==> src/rtl/main_sweep_pkg.sv <==
// Shared types and constants for the Main-block truth-table sweeper.
package main_sweep_pkg;

    localparam int VEC_W   = 4;           // width of the input vector {a,b,c,d}
    localparam int NUM_VEC = 16;          // number of vectors in one sweep
    localparam int ONES_W  = 5;           // wide enough to hold 16 without wrapping
    localparam int CNT_W   = 4;           // settle counter width (SETTLE up to 15)

    typedef enum logic [1:0] {
        IDLE    = 2'd0,
        WAIT    = 2'd1,
        CAPTURE = 2'd2,
        FINISH  = 2'd3
    } sweep_state_t;

endpackage

==> src/rtl/main_sweep_if.sv <==
// Bus between the sweep controller and whoever sequences / observes it.
// master: the side that requests sweeps and supplies f; slave: the controller.
interface main_sweep_if
    import main_sweep_pkg::*;
();

    logic                 start;
    logic                 abort;
    logic                 f;
    logic                 a;
    logic                 b;
    logic                 c;
    logic                 d;
    logic                 busy;
    logic                 done;
    logic [NUM_VEC-1:0]   truth_table;
    logic [ONES_W-1:0]    ones;

    modport master (
        output start, abort, f,
        input  a, b, c, d, busy, done, truth_table, ones
    );

    modport slave (
        input  start, abort, f,
        output a, b, c, d, busy, done, truth_table, ones
    );

endinterface

==> src/rtl/settle_counter.sv <==
// Counts the cycles a vector has been held; o_tc flags the last settle cycle.
module settle_counter
    import main_sweep_pkg::*;
#(
    parameter int SETTLE = 2
) (
    input  logic clk,
    input  logic rst,
    input  logic i_clear,
    input  logic i_enable,
    output logic o_tc
);

    logic [CNT_W-1:0] r_count;

    // Clear wins over enable so a new vector always starts from zero.
    always_ff @(posedge clk) begin
        if (rst || i_clear) begin
            r_count <= '0;
        end else if (i_enable) begin
            r_count <= r_count + CNT_W'(1);
        end
    end

    assign o_tc = (r_count == CNT_W'(SETTLE - 1));

endmodule

==> src/rtl/main_sweep_ctrl.sv <==
// Steps {a,b,c,d} through all 16 vectors, lets each settle for SETTLE cycles,
// then samples f into the truth table and keeps a running count of ones.
module main_sweep_ctrl
    import main_sweep_pkg::*;
#(
    parameter int SETTLE = 2
) (
    input  logic         clk,
    input  logic         rst,
    main_sweep_if.slave  bus
);

    sweep_state_t        r_state;
    sweep_state_t        w_state_next;
    logic [VEC_W-1:0]    r_vec;
    logic [VEC_W-1:0]    w_vec_next;
    logic [NUM_VEC-1:0]  r_tt;
    logic [NUM_VEC-1:0]  w_tt_next;
    logic [ONES_W-1:0]   r_ones;
    logic [ONES_W-1:0]   w_ones_next;
    logic                w_cnt_clear;
    logic                w_cnt_en;
    logic                w_cnt_tc;
    logic                w_busy;
    logic                w_done;

    settle_counter #(
        .SETTLE (SETTLE)
    ) u_settle (
        .clk      (clk),
        .rst      (rst),
        .i_clear  (w_cnt_clear),
        .i_enable (w_cnt_en),
        .o_tc     (w_cnt_tc)
    );

    // State and datapath registers; reset overrides everything, including mid-sweep.
    always_ff @(posedge clk) begin
        if (rst) begin
            r_state <= IDLE;
            r_vec   <= '0;
            r_tt    <= '0;
            r_ones  <= '0;
        end else begin
            r_state <= w_state_next;
            r_vec   <= w_vec_next;
            r_tt    <= w_tt_next;
            r_ones  <= w_ones_next;
        end
    end

    // Next-state, datapath updates and Moore outputs; abort always beats start/capture.
    always_comb begin
        w_state_next = r_state;
        w_vec_next   = r_vec;
        w_tt_next    = r_tt;
        w_ones_next  = r_ones;
        w_cnt_clear  = 1'b0;
        w_cnt_en     = 1'b0;
        w_busy       = 1'b0;
        w_done       = 1'b0;

        case (r_state)
            IDLE: begin
                if (bus.start && !bus.abort) begin
                    w_vec_next   = '0;
                    w_tt_next    = '0;
                    w_ones_next  = '0;
                    w_cnt_clear  = 1'b1;
                    w_state_next = WAIT;
                end
            end
            WAIT: begin
                w_busy = 1'b1;
                if (bus.abort) begin
                    w_state_next = IDLE;
                end else begin
                    w_cnt_en = 1'b1;
                    if (w_cnt_tc) begin
                        w_state_next = CAPTURE;
                    end
                end
            end
            CAPTURE: begin
                w_busy = 1'b1;
                if (bus.abort) begin
                    w_state_next = IDLE;
                end else begin
                    w_tt_next[r_vec] = bus.f;
                    w_ones_next      = r_ones + ONES_W'(bus.f);
                    w_cnt_clear      = 1'b1;
                    if (r_vec == VEC_W'(NUM_VEC - 1)) begin
                        w_state_next = FINISH;
                    end else begin
                        w_vec_next   = r_vec + VEC_W'(1);
                        w_state_next = WAIT;
                    end
                end
            end
            FINISH: begin
                w_done       = 1'b1;
                w_state_next = IDLE;
            end
            default: begin
                w_state_next = IDLE;
            end
        endcase
    end

    // Main inputs come straight from the registered vector so they never glitch.
    assign bus.a           = r_vec[3];
    assign bus.b           = r_vec[2];
    assign bus.c           = r_vec[1];
    assign bus.d           = r_vec[0];
    assign bus.busy        = w_busy;
    assign bus.done        = w_done;
    assign bus.truth_table = r_tt;
    assign bus.ones        = r_ones;

endmodule
==> src/flat_wrapper.sv <==
// flat-port wrapper written by rule: the top's interface ports become plain ports
module main_sweep_ctrl_flat import main_sweep_pkg::*;
#(
    parameter int SETTLE = 2
)
  (clk, rst, bus_start, bus_abort, bus_f, bus_a, bus_b, bus_c, bus_d, bus_busy, bus_done, bus_truth_table, bus_ones);
  main_sweep_if bus_i ();
  input  logic clk;
  input  logic rst;
  input wire logic [$bits(bus_i.start)-1:0] bus_start;
  input wire logic [$bits(bus_i.abort)-1:0] bus_abort;
  input wire logic [$bits(bus_i.f)-1:0] bus_f;
  output wire logic [$bits(bus_i.a)-1:0] bus_a;
  output wire logic [$bits(bus_i.b)-1:0] bus_b;
  output wire logic [$bits(bus_i.c)-1:0] bus_c;
  output wire logic [$bits(bus_i.d)-1:0] bus_d;
  output wire logic [$bits(bus_i.busy)-1:0] bus_busy;
  output wire logic [$bits(bus_i.done)-1:0] bus_done;
  output wire logic [$bits(bus_i.truth_table)-1:0] bus_truth_table;
  output wire logic [$bits(bus_i.ones)-1:0] bus_ones;
  assign bus_i.start = bus_start;
  assign bus_i.abort = bus_abort;
  assign bus_i.f = bus_f;
  assign bus_a = bus_i.a;
  assign bus_b = bus_i.b;
  assign bus_c = bus_i.c;
  assign bus_d = bus_i.d;
  assign bus_busy = bus_i.busy;
  assign bus_done = bus_i.done;
  assign bus_truth_table = bus_i.truth_table;
  assign bus_ones = bus_i.ones;
  main_sweep_ctrl #(.SETTLE(SETTLE)) u_core (.clk(clk), .rst(rst), .bus(bus_i));
endmodule
==> config.mk <==
export PLATFORM = sky130hd
export DESIGN_NAME = main_sweep_ctrl_flat
export DESIGN_NICKNAME = d
export VERILOG_FILES = /design/src/rtl/main_sweep_pkg.sv /design/src/rtl/main_sweep_if.sv /design/src/rtl/settle_counter.sv /design/src/rtl/main_sweep_ctrl.sv /design/src/flat_wrapper.sv
export SDC_FILE = /design/constraint.sdc
export NUM_CORES = 1
export LEC_CHECK = 0
export BUFFER_PORTS_ARGS = -buffer_cell sky130_fd_sc_hd__buf_2
export CAP_MARGIN = 30
export CORE_MARGIN = 2
export CORE_UTILIZATION = 49
export CTS_BUF_LIST = sky130_fd_sc_hd__clkbuf_16
export CTS_CLUSTER_SIZE = 40
export DETAILED_ROUTE_END_ITERATION = 8
export HOLD_SLACK_MARGIN = 0.05
export PLACE_DENSITY_LB_ADDON = 0.3
export SLEW_MARGIN = 10
export SYNTH_ARGS = -nofsm -noshare
export SYNTH_HDL_FRONTEND = slang
export SYNTH_SLANG_ARGS = --single-unit
==> constraint.sdc <==
create_clock -name clk -period 1.63 [get_ports clk]
set_clock_uncertainty 0.05 [all_clocks]
set_input_delay 0.326 -clock clk [delete_from_list [all_inputs] [get_ports clk]]
set_output_delay 0.326 -clock clk [all_outputs]
set_load 0.005 [all_outputs]
# ---- After elaboration in Yosys (flattened, before gate mapping)
# Cells that the tools add are included.
dict set report word_totals {
  regBits 31
}
dict set report op_classes {
  n_lt_le_gt_ge 2
  add_sub_neg 3
  n_mux 25
  eq_ne 9
  reduce_logical 10
}
# cell count
set ops {}
lappend ops {{$mux W16} 2}
lappend ops {{$pmux W16 S2} 1}
lappend ops {{$bwmux W16} 1}
lappend ops {{$mux W4} 3}
lappend ops {{$mux W2} 5}
lappend ops {{$mux W5} 2}
lappend ops {{$pmux W5 S2} 1}
lappend ops {{$add A4 B1 Y4 const B} 2}
lappend ops {{$pmux W2 S4} 1}
lappend ops {{$pmux W4 S2} 1}
lappend ops {{$mux W1} 6}
lappend ops {{$add A5 B1 Y5} 1}
lappend ops {{$lt A4 B5 Y1 const B} 1}
lappend ops {{$demux W1 S4} 1}
lappend ops {{$eq A2 B2 Y1 const B} 2}
lappend ops {{$eq A4 B1 Y1 const B} 1}
lappend ops {{$eq A4 B4 Y1 const B} 1}
lappend ops {{$ge A4 B1 Y1 const B} 1}
lappend ops {{$ne A2 B2 Y1 const B} 2}
lappend ops {{$reduce_and A4 Y1} 1}
lappend ops {{$ne A3 B3 Y1 const B} 1}
lappend ops {{$reduce_and A3 Y1} 1}
lappend ops {{$eq A2 B1 Y1 const B} 1}
lappend ops {{$logic_and A1 B1 Y1} 2}
lappend ops {{other kinds (8)} 8}

# ---- Logic depth before layout (Yosys ltp)
# Gate-level depths: netlist of the first run.
dict set report logic_depth {
  word_depth 7
  mapped_depth 8
}

# ---- Modules after synthesis
# From an unflattened synthesis of the first run, not the netlist that was laid out.
dict set report hier_totals {
  cells_unflattened 207
  hier_area_um2 1836.8
}
# mod seq_area_each_um2 cells_per_inst instances area_per_inst_um2
set modules_own_cells {}
lappend modules_own_cells {main_sweep_ctrl 540.5 187 1 1637.8}
lappend modules_own_cells {settle_counter 80.1 20 1 198.9}

# ---- Worst setup path before layout of the first run
# OpenSTA, ideal clock, no wires.
dict set report synth_path {
  path_kind {reg2reg}
  start {register u_core.r_state[0]}
  end {register u_core.r_tt[0] (netlist: u_core.bus.truth_table[0])}
  t_required_ns 1.448
  path_slack_ns -0.004
  t_arrival_ns 1.451
  period_less_slack_ns 1.634
  path_buffers 2
  stages_incl_launch_ff 8
  cell_sequence {dfxtp_1 -> inv_1 -> ha_1 -> buf_6 -> mux2i_2 -> buf_4 -> o311ai_0 -> a21oi_1}
}
dict set report synth_via {
  elab_chain_len 3
  elab_cells_between_ends 7
}
# item line_no
set synth_lines {}
lappend synth_lines {{start: declaration} main_sweep_ctrl.sv:13} ;# sweep_state_t r_state;
lappend synth_lines {{start signal: assignment} main_sweep_ctrl.sv:45} ;# r_state <= w_state_next;
lappend synth_lines {{$eq A2 B2 Y1 / $logic_not A2 Y1 (equally long branches)} main_sweep_ctrl.sv:63} ;# case (r_state)
lappend synth_lines {{$ne A2 B2 Y1 (no line) (tied with other cells)} --}
lappend synth_lines {{$reduce_and A3 Y1 (no line)} --}
lappend synth_lines {{end signal: assignment} main_sweep_ctrl.sv:47} ;# r_tt <= w_tt_next;
lappend synth_lines {{end: declaration} main_sweep_ctrl.sv:17} ;# logic [NUM_VEC-1:0] r_tt;
# Parallel ways exist; a longest one is shown, timed or not.
# A chain may end at the register's enable or synchronous reset.

# ---- Worst setup path after layout of the first run
dict set report layout_path {
  start {register u_core.r_state[0]}
  end {register u_core.r_ones[2] (netlist: u_core.bus.ones[2])}
}
dict set report layout_via {
  elab_chain_len 3
  elab_cells_between_ends 7
}
# item line_no
set layout_lines {}
lappend layout_lines {{$eq A2 B2 Y1 / $logic_not A2 Y1 (equally long branches)} main_sweep_ctrl.sv:63}
lappend layout_lines {{$ne A2 B2 Y1 (no line) (tied with other cells)} --}
lappend layout_lines {{$reduce_and A3 Y1 (no line)} --}
lappend layout_lines {{end signal: assignment} main_sweep_ctrl.sv:48} ;# r_ones <= w_ones_next;
lappend layout_lines {{end: declaration} main_sweep_ctrl.sv:19} ;# logic [ONES_W-1:0] r_ones;
# Parallel ways exist; a longest one is shown, timed or not.

==> results of run 1 <==
[worst max path at each step]
stage,to,slack (ns),cells past startpoint
2_1_floorplan,u_core.bus.truth_table[0],-0.004,7
3_3_place_gp,u_core.r_vec[1],-0.005,6
3_5_place_dp,u_core.r_vec[1],-0.04,6
4_1_cts,u_core.r_vec[1],0.002,6
5_1_grt,u_core.bus.truth_table[5],-0.01,6
6_report,u_core.bus.ones[2],0.03,6
[cells in the mapped netlist, types with 3 or more instances]
library cell,count
a211oi_1,3
mux2i_1,7
buf_2,6
o31ai_1,4
or3_1,3
dfxtp_1,31
inv_1,7
o21ai_0,6
ha_1,12
o311ai_0,8
nor3_1,4
a31oi_1,3
nand3b_1,9
nand2_1,3
nand3_1,4
a21oi_1,17
or4_1,3
nand4_1,11
nor2_1,6
nor2b_1,6
clkbuf_1,6
nand2b_1,10
[sequential cells by signal, summed over array words and instances (netlist names)]
name / flops
u_core.bus.ones: 5
u_core.bus.truth_table: 16
u_core.r_state: 2
u_core.r_vec: 4
u_core.u_settle.r_count: 4
[cell usage in the layout (no fill, tap or decap), types with 2 or more instances in the layout]
cell type   n
buf_6       2
nand3_1     4
a21oi_1    17
dfxtp_1    28
inv_4       2
a31oi_1     2
or3_1       3
or4_1       2
nor2b_1     6
buf_4      15
nand2b_1    9
ha_1       10
nor3_1      4
o311ai_0    4
and3_1      2
nand3b_1    9
a211oi_1    3
buf_2      32
clkbuf_16   5
o31ai_1     4
dfxtp_2     2
inv_1       6
mux2i_1     7
o311ai_1    4
nand2_1     3
nand4b_1    2
ha_4        2
mux2_4      2
o21ai_0     6
nor2_1      6
nand4_1    11
clkinv_1    2
[power by group through the flow]
stage / clock network [mW] / registers [mW] / logic, mW
after global placement: 0 / 0.799 / 0.323
final: 0.861 / 0.788 / 0.413
after floorplan: 0 / 0.802 / 0.217
after CTS: 0.877 / 0.784 / 0.335
after global routing: 0.922 / 0.789 / 0.443
after detailed placement: 0 / 0.799 / 0.327
[routing by layer]
| metal | up-vias | global-route usage, % |
|---|---|---|
| met3 | 6 | 5.00 |
| li1 | 808 | - |
| met2 | 66 | 34.2 |
| met1 | 777 | 28.3 |
| met5 | - | 0 |
| met4 | 0 | 7.34 |
[critical path, cell delays in order (launching register included)]
cell and delay (ns):
dfxtp_2 0.34, inv_4 0.05, ha_4 0.17, mux2i_4 0.21, buf_6 0.17, or4_1 0.40, a21oi_1 0.15
[kinds of logic (layout without fill, tap and decap cells)]
group                      after synthesis  in the layout  synth area share (%)
xor gates and xnor gates                 2              2                  1.02
buffers and inverters                   22             64                  5.87
DFF                                     31             31                  36.0
AOI/OAI and AO/OA                       48             48                  18.3
and+or+nand+nor                         68             68                  24.4
muxes                                    9             11                  5.73
adders and majority gates               12             12                  8.70
[layout make-up]
class,count,area (um2),area share [%]
clock buffer,5,125,5.57
clock inverter,3,11.3,0.501
inverter,7,31.3,1.39
multi-input combinational,141,1100,48.9
sequential,31,627,27.9
tap,46,57.6,2.56
timing repair buffer,49,295,13.1
[through the flow]
step	std cells	area [um2]	util (%)	TNS [ns]
floorplan	192	1730	-	-0.0213
global placement	270	1980	59.0	-0.00531
detailed placement	270	1980	59.0	-0.110
CTS	278	2130	63.4	0
global route	282	2250	66.8	-0.0101
finish	282	2250	66.8	0
[timing repair]
item                                    4_1_cts  5_1_grt
endpoints found under the setup margin       13       20
resized for setup                             6       20
pin swaps                                     0        2
gates cloned                                  0        3
buffers inserted                              0        1
==> impl_metrics.ini, run 1 <==
[logic_synthesis]
yosys_warnings = 0
synth_area_per_cell_um2 = 8.99
synth_ff_type = dfxtp_1
synth_area_leaders = dfxtp_1 (36%), ha_1 (8.7%), a21oi_1 (4.9%), mux2i_1 (4.1%), o311ai_0 (4.1%)
synth_cells = 192
ys_seq_elements = 31
synth_cell_types = 41
synth_edf_count = 0
syn_nets = 209
syn_area_mm2 = 0.00173
synthDominantCellAreaShare_pct = 36.0
yosysTopAreaCell = dfxtp_1
async_flop_share_pct = 0
ys_seq_area_share_pct = 36.0

[floorplanning]
die_area_mm2 = 0.00401
rows = 21
die_h_um = 63.3
io_pins = 32
die_x_um = 63.3
core_mm2 = 0.00336
start_util_pct = 51.3

[sta]
max_slew.worst_pin.slew_ns = 0.452
finalSetupViolations = 0
rsz0062_at_grt = yes
max_freq_ghz = 0.624
fin_crit_ns = 1.60
setup_ws_ns = 0.0281
whs_ns = 0.311
maxSlewHeadroom_pct = 69.8
slew_violations = 0
hold_viol_final = 0
period_share_pct = 98.3

[run_status]
status = finished, final reports clean

[setup_path]
critPathKind = flip-flop to flip-flop
crit_arrival_ns = 1.76
start_kind = flip-flop
r2r-end = u_core.bus.ones[2]
critPathCaptureType = flip-flop
setup.worst_path.start = u_core.r_state[0]
r2r_cells = 6
cp.required_ns = 1.79
crit_fanout = 13
r2r-start = u_core.r_state[0]
r2r_slack_ns = 0.03

[global_routing]
grtUsageTotal_pct = 21.4
grt_pass1_vias = 1515
grt_pass1_wl_mm = 6.94
antenna_found_initial = 0
overflow = 0
grt_max_degree = 27

[cells_and_area]
fin_nets = 252
fill_cells = 298
syn_to_final_growth_pct = 30.2
drive_above_1_share_pct = 30.5
antenna_cells = 0

[route]
wl_met1_mm = 1.94
wl_met3_um = 278
antenna_left = 0
drt-initial-drc-count = 134
vias = 1657
viasPerCell = 5.88
wl_per_cell_um = 15.2
wirelength_mm = 4.29
first_pass_iters = 5
top_layer = met4
drc = 0
wl_met2_mm = 2.01

[min_path]
worstHoldStart = bus_f
hold_class = input port to flip-flop
hold_end = u_core.bus.truth_table[15]
hold_depth = 3

[pwr]
seqPwrFrac_pct = 38.2
p_sw_share_pct = 26.7
leakage_nw = 0.912
p_int_mw = 1.51
power_density_mw_per_mm2 = 918
switchingPower_mw = 0.551
combPwrFrac_pct = 20.0
peakVddDrop_uv = 632
power.total_mw = 2.06
p_clk_share_pct = 41.7

[placement]
dp_hpwl_mm = 2.84
port-buffer-count = 31
gp_congestion = 0.891
dp_slack_ns = -0.0445

[cts]
clockRootBuffer = clkbuf_16
ctsHoldBuffers = 0
cts_tree = built
clk_latency_ns = 0.27
path_clk_slew_ns = 0.05
h-tree-depth = 2
cts.sinks = 31
cts_made_buffers = 5
cts_buffer_depth = 2

[job]
drv_cap = 0
(Power assumes the default switching activity.)
==> run 2, diff against run 1 <==
==> constraint.sdc (replaced) <==
create_clock -name clk -period 1.63 [get_ports clk]
set_clock_uncertainty 0.05 [all_clocks]
set_input_delay 0.163 -clock clk [delete_from_list [all_inputs] [get_ports clk]]
set_output_delay 0.163 -clock clk [all_outputs]
set_load 0.005 [all_outputs]
==> impl_metrics.ini, run 2 (synthesis gave the netlist of run 1 again) <==
[sta]
hold_viol_final = 0
finalSetupViolations = 0
max_freq_ghz = 0.621
maxSlewHeadroom_pct = 75.5
period_share_pct = 98.9
setup_ws_ns = 0.0185
fin_tns_setup_ns = 0
rsz0062_at_grt = yes
max_slew.worst_pin.slew_ns = 0.367
fin_crit_ns = 1.61
slew_violations = 0
whs_ns = 0.131

[cells_and_area]
syn_to_final_growth_pct = 26.4
final_cell_mix = buf_2 (31), dfxtp_1 (29), a21oi_1 (17), buf_4 (16), nand4_1 (11)
design_area_mm2 = 0.00218
fin_util_pct = 64.8
drive_above_1_share_pct = 30.0
largest_reg_flops = 16
antenna_cells = 0
fin_nets = 249
final_common_cell = buf_2
instances_no_fill = 279

[pwr]
leakage_nw = 0.888
power.total_mw = 2.03
peakVddDrop_uv = 756
power_density_mw_per_mm2 = 930

[cts]
cts_buffer_depth = 2
h-tree-depth = 2
clk_latency_ns = 0.28
ctsHoldBuffers = 0
cts_tree = built
path_clk_slew_ns = 0.05
clockRootBuffer = clkbuf_16
cts.sinks = 31
cts_made_buffers = 5

[run_status]
status = finished, final reports clean

[floorplanning]
io_pins = 32
core_mm2 = 0.00336
die_area_mm2 = 0.00401
rows = 21
die_x_um = 63.3
start_util_pct = 51.3
die_h_um = 63.3

[route]
vias = 1615
first_pass_iters = 4
antenna_left = 0
wirelength_mm = 4.02
drt-initial-drc-count = 92
drc = 0
wl_per_cell_um = 14.4
viasPerCell = 5.79

[placement]
port-buffer-count = 31
gp_congestion = 0.907
dp_hpwl_mm = 2.81
dpl_cell_area_mm2 = 0.00199
dp_slack_ns = -0.0399
placed_cells_incl_taps = 271

[min_path]
hold_class = input port to flip-flop
worstHoldStart = bus_f
hold_end = u_core.bus.truth_table[15]
hold_depth = 3

[global_routing]
overflow = 0
use_met1_pct = 28.6
grtUsageTotal_pct = 21.2
grt_max_degree = 27
grt_pass1_wl_mm = 6.78
antenna_found_initial = 0
busiest_layer = met2
grt_use_met2_pct = 33.0
grtUsageMet3_pct = 3.75
grt_pass1_vias = 1525

[setup_path]
critPathCaptureType = flip-flop
start_kind = flip-flop
critPathKind = flip-flop to flip-flop
slowest_stage = or4_4
r2r_cells = 6
r2r-end = u_core.r_vec[1]
r2r_slack_ns = 0.02
cp.required_ns = 1.77
crit_fanout = 11
crit_path_max_incr_delay_ns = 0.51
r2r-start = u_core.r_state[1]
critical_path.cell_chain = inv_2 -> ha_4 -> mux2i_2 -> buf_6 -> or4_4 -> o31ai_2
crit_arrival_ns = 1.76

[job]
drv_cap = 0
[run 2: changes by cell type in the layout (fill, tap and decap cells not counted), sizes merged]
cell    delta
inv        -1
clkinv     +1
mux2       -2
buf        -1
[run 2: repair_timing]
action                                  in CTS  in global routing
buffers inserted                             0                  0
gates cloned                                 0                  0
gates resized for setup                      5                 11
pin swaps                                    0                  2
hold endpoints to repair                     0                  0
endpoints found under the setup margin      13                 17
[run 2: worst max-delay path: cells and delay by family, from the launching register on]
kind	cells	cell delay, ns
flops	1	0.36
simple gates	1	0.51
compound gates	1	0.07
mux	1	0.16
buf+inv	2	0.21
fa+ha+maj	1	0.16
[run 2: worst max-delay path by stage]
| stage | start | endpoint | slack [ns] | depth (start not counted) |
|---|---|---|---|---|
| 2_1_floorplan | u_core.r_state[0] | u_core.bus.truth_table[0] | -0.004 | 7 |
| 3_3_place_gp | u_core.r_state[0] | u_core.r_vec[1] | -0.007 | 6 |
| 3_5_place_dp | u_core.r_state[1] | u_core.r_vec[1] | -0.04 | 6 |
| 4_1_cts | u_core.r_state[0] | u_core.bus.ones[2] | 0.006 | 6 |
| 5_1_grt | u_core.r_state[1] | u_core.r_vec[1] | -0.03 | 6 |
| 6_report | u_core.r_state[1] | u_core.r_vec[1] | 0.02 | 6 |
[run 2: report_power, final]
group	switching [mW]	internal, mW
clock	0.326	0.556
sequential	0.0115	0.775
combinational	0.199	0.162
total	0.536	1.49
[run 2: per-layer routing]
metal  up-vias  wire, um
met2        53      1790
li1        797         -
met1       757      1900
met5         -         0
met4         0        74
met3         8       248
[run 2: area by class of cell]
class                           instances  area [um2]
Clock buffer                            5         125
Multi-Input combinational cell        139        1050
Fill cell                             319        1180
Clock inverter                          3        15.0
Inverter                                7        26.3
Timing Repair Buffer                   48         287
Sequential cell                        31         623
Tap cell                               46        57.6
